--- src/rtl/garage_input_conditioner.sv ---
// garage_input_conditioner: synchronise/debounce button and limit switches, emit one Activate pulse per press with lockout
// Ports:
//   clk, rst                        clock and synchronous active-high reset
//   btn_raw, up_sw_raw, dn_sw_raw   asynchronous raw button / up-limit / down-limit
//   Activate                        one-cycle pulse per accepted press
//   Up_Max, DN_Max                  debounced limits, both forced low during a fault
//   sw_fault                        high while both debounced limits are high
module garage_input_conditioner #(
  parameter int SYNC_STAGES    = 2,
  parameter int DB_CYCLES      = 16,
  parameter int LOCKOUT_CYCLES = 64
) (
  input  logic clk,
  input  logic rst,
  input  logic btn_raw,
  input  logic up_sw_raw,
  input  logic dn_sw_raw,
  output logic Activate,
  output logic Up_Max,
  output logic DN_Max,
  output logic sw_fault
);
  localparam int CW = $clog2(DB_CYCLES);
  localparam int LW = LOCKOUT_CYCLES > 1 ? $clog2(LOCKOUT_CYCLES) : 1;
  typedef enum logic {IDLE, LOCK} state_t;
  logic [2:0] raw, db;
  assign raw = {dn_sw_raw, up_sw_raw, btn_raw};
  for (genvar g = 0; g < 3; g++) begin : g_ch
    logic [SYNC_STAGES-1:0] sync_q;
    logic [CW-1:0] cnt_q, cnt_d;
    logic db_q, db_d, diff, acc;
    always_comb begin
      diff  = sync_q[SYNC_STAGES-1] ^ db_q;
      acc   = diff && cnt_q == CW'(DB_CYCLES - 1);
      cnt_d = (diff && !acc) ? cnt_q + 1'b1 : '0;
      db_d  = db_q ^ acc;
    end
    always_ff @(posedge clk) begin
      if (rst) begin
        sync_q <= '0;
        cnt_q  <= '0;
        db_q   <= 1'b0;
      end else begin
        sync_q <= {sync_q[SYNC_STAGES-2:0], raw[g]};
        cnt_q  <= cnt_d;
        db_q   <= db_d;
      end
    end
    assign db[g] = db_q;
  end
  state_t state_q, state_d;
  logic [LW-1:0] lock_q, lock_d;
  logic btn_prev_q, act_q, act_d, fire;
  assign sw_fault = db[1] & db[2];
  assign Up_Max   = db[1] & ~sw_fault;
  assign DN_Max   = db[2] & ~sw_fault;
  assign Activate = act_q;
  always_comb begin
    fire    = state_q == IDLE && db[0] && !btn_prev_q && !sw_fault;
    act_d   = fire;
    state_d = fire ? LOCK : (state_q == LOCK && lock_q == '0) ? IDLE : state_q;
    lock_d  = fire ? LW'(LOCKOUT_CYCLES - 1) : (state_q == LOCK && lock_q != '0) ? lock_q - 1'b1 : lock_q;
  end
  always_ff @(posedge clk) begin
    if (rst) begin
      state_q    <= IDLE;
      lock_q     <= '0;
      btn_prev_q <= 1'b0;
      act_q      <= 1'b0;
    end else begin
      state_q    <= state_d;
      lock_q     <= lock_d;
      btn_prev_q <= db[0];
      act_q      <= act_d;
    end
  end
endmodule
--- config.mk ---
export PLATFORM = sky130hd
export DESIGN_NAME = garage_input_conditioner
export DESIGN_NICKNAME = d
export VERILOG_FILES = /design/src/rtl/garage_input_conditioner.sv
export SDC_FILE = /design/constraint.sdc
export NUM_CORES = 1
export LEC_CHECK = 0
export CAP_MARGIN = 30
export CORE_MARGIN = 1
export CORE_UTILIZATION = 55
export CTS_BUF_LIST = sky130_fd_sc_hd__clkbuf_4
export DETAILED_ROUTE_END_ITERATION = 7
export GPL_ROUTABILITY_DRIVEN = 0
export PLACE_DENSITY_LB_ADDON = 0.25
export SYNTH_ARGS = -nofsm -noshare
export SYNTH_HDL_FRONTEND = slang
export SYNTH_SLANG_ARGS = --single-unit
--- constraint.sdc ---
create_clock -name clk -period 2.1 [get_ports clk]
set_input_delay 0.21 -clock clk [delete_from_list [all_inputs] [get_ports clk]]
set_output_delay 0.21 -clock clk [all_outputs]
set_load 0.02 [all_outputs]
==> reports/qor.csv <==
metric,value,unit
result of the run,"finished, final reports clean",
die footprint,0.00240,mm2
detailed-routing iteration count for the pre-antenna-repair pass,4,
max-capacitance violation count,0,
flip-flop and latch count after synthesis,30,
detailed-route vias per instance,5.19,
number of remaining DRC errors,0,
CTS Buf Count,5,
Worst setup EP type,primary output,
initial cell density of the core,60.1,%
syn_nets,136,
Port Buffers,8,
CTS tree,done,
"commonest non-fill, non-tap cells in the layout","dfxtp_1, nor2_1, nor2b_1",
class of the tightest hold or removal check,in -> reg,
crit share post-route,84.1,%
"Clk pin slew, worst setup/hold paths",0.09,ns
Final TNS setup,0,ns
utilization of the core after routing,68.3,%
number of buffers inserted by hold repair at cts,0,
most used routing layer,met2,
RSZ-0062 raised after global routing,false,
met2 global-route usage,29.6,%
"Worst Path Class, Setup",reg -> out,
total number of placement rows,16,
Mapped Avg Cell Area,9.65,um2
transition at the pin with the smallest max-transition slack,0.442,ns
global routing usage on met3,7.48,%
fraction of synthesis flops using an asynchronous set or reset pin,0,%
shortest period the worst path allows,1.77,ns
first-pass GRT wire length,3370,um
number of antenna diodes,0,
antenna-violating nets left,0,
wire per inst,11.6,um
"Max FO, Critical Path",6,
arrival time at the worst endpoint,1.56,ns
number of ports placed on the die boundary,9,
main flop type after synthesis,dfxtp_1,
Resized Gates After CTS,0,
remaining max-slew budget at the tightest pin,70.5,%
Netlist cell types,28,
cell at the root of the clock tree,clkbuf_4,
Mapped Cells,126,
insertion delay to the later sink of the worst-skew pair,0.32,ns
Pwr per Cell Area,700,mW/mm2
area added between synthesis and finish,13.6,%
pin count of the biggest net entering global routing,13,
Die X-Extent,49.0,um
# Post-CTS Setup Buffers,0,
vias in the first global route,791,
count of final setup violators,0,
GRT Residual Overflow,0,
Core Region,0.00202,mm2
violation count after the first detailed-routing iteration,12,
YS warnings,0,
sequential cell area fraction in the yosys report,49.4,%
final routed wirelength across all metal layers,1940,um
fraction of final layout cells sized beyond drive strength 1,7.14,%
Post-synth EDFFs,0,
initial antenna violation count,0,
clk sinks,30,
maximum operating frequency,567,MHz
"area leader, netlist",dfxtp_1,
kind of start point of the critical path,flip-flop,
netlist area before placement,0.00122,mm2
number of hold violations in the final report,0,
half-perimeter wire length of the detailed placement result,1430,um
reported leakage power,0.535,nW
met1 layer usage reported by global route,22.4,%
global routing usage summed across all routing layers,19.0,%
post-route clock skew,0.00855,ns
Post-layout nets,150,
count of final max-slew check failures,0,
via count,866,
Synth top area share,49.4,%
Die Span Y,49.0,um
most common library cell in the layout ignoring fill and taps,dfxtp_1,
Max rail drop VDD,0.528,mV
maximum clock insertion buffer count,2,
leading cell types by total area after synthesis,"dfxtp_1, nor2b_1, ha_1",
required time of the critical path,1.89,ns
depth of the CTS H-tree,2,
-- state kept, by name, summed over array words and instances (netlist names), named ones only --
signal and cells:
Activate 1, g_ch.cnt_q 12, g_ch.sync_q 6, lock_q 6, state_q 1, btn_prev_q 1
-- per-stage QoR --
stage | setup WS [ns] | instance area (um2) | hold slack [ns] | total power, W | instances
final | 0.335 | 1380 | 0.434 | 0.000966 | 167
after global routing | 0.259 | 1380 | 0.423 | 0.00102 | 167
after CTS | 0.315 | 1380 | 0.422 | 0.000981 | 167
after detailed placement | 0.519 | 1330 | 0.428 | 0.000678 | 160
after global placement | 0.574 | 1330 | 0.423 | 0.000674 | 160
after floorplan | 0.625 | 1220 | 0.289 | 0.000656 | 126
-- per-layer routing --
metal | part of all wire (%) | wire length, um | up-vias
li1 | - | - | 458
met1 | 48 | 940 | 385
met2 | 44 | 864 | 18
met3 | 4.5 | 88 | 5
met4 | 2.5 | 49 | 0
met5 | 0 | 0 | -
-- worst max-delay path, stage by stage, from the launching register on --
cell	delay, ns
dfxtp_1	0.43
nor2b_1	0.18
clkdlybuf4s50_1	0.63
-- cells in the mapped netlist (all sizes together) (5+ instances only) --
library cell  count
xnor2             6
a31oi             5
ha                5
inv               8
nor2             16
mux2i             5
nor2b            11
dfxtp            30
-- path summary, 6_finish.rpt --
path	start	to	slack, ns	depth (start not counted)
min reg2reg	g_ch[2].sync_q[0]	g_ch[2].sync_q[1]	0.45	1
max	flip-flop	Up_Max	0.33	2
min	up_sw_raw	g_ch[1].sync_q[0]	0.43	2
max reg2reg	lock_q[0]	lock_q[4]	0.52	5
-- kinds of logic after synthesis --
logic type      share of synthesized area, %
compound gates                          8.95
xor+xnor                                6.48
fa+ha+maj                               5.14
buf+inv                                 3.40
flops                                   49.4
mux                                     4.12
simple gates                            22.5
-- area by class of cell --
cell class	instances	area [um2]
fillers	166	641
flip-flops and latches	30	601
multi-input cells	85	574
repair buffers	10	95.1
clock buffers	5	37.5
well taps	27	33.8
inverters	8	30.0
clock inverters	2	10.0
-- power by group --
part           leakage [nW]  switching (W)  internal, W
clock                0.0308       0.000182     0.000120
sequential            0.243     0.00000781     0.000581
combinational         0.261      0.0000351    0.0000407
total                 0.535       0.000225     0.000742
No activity file was read; power rests on OpenSTA's default activity.
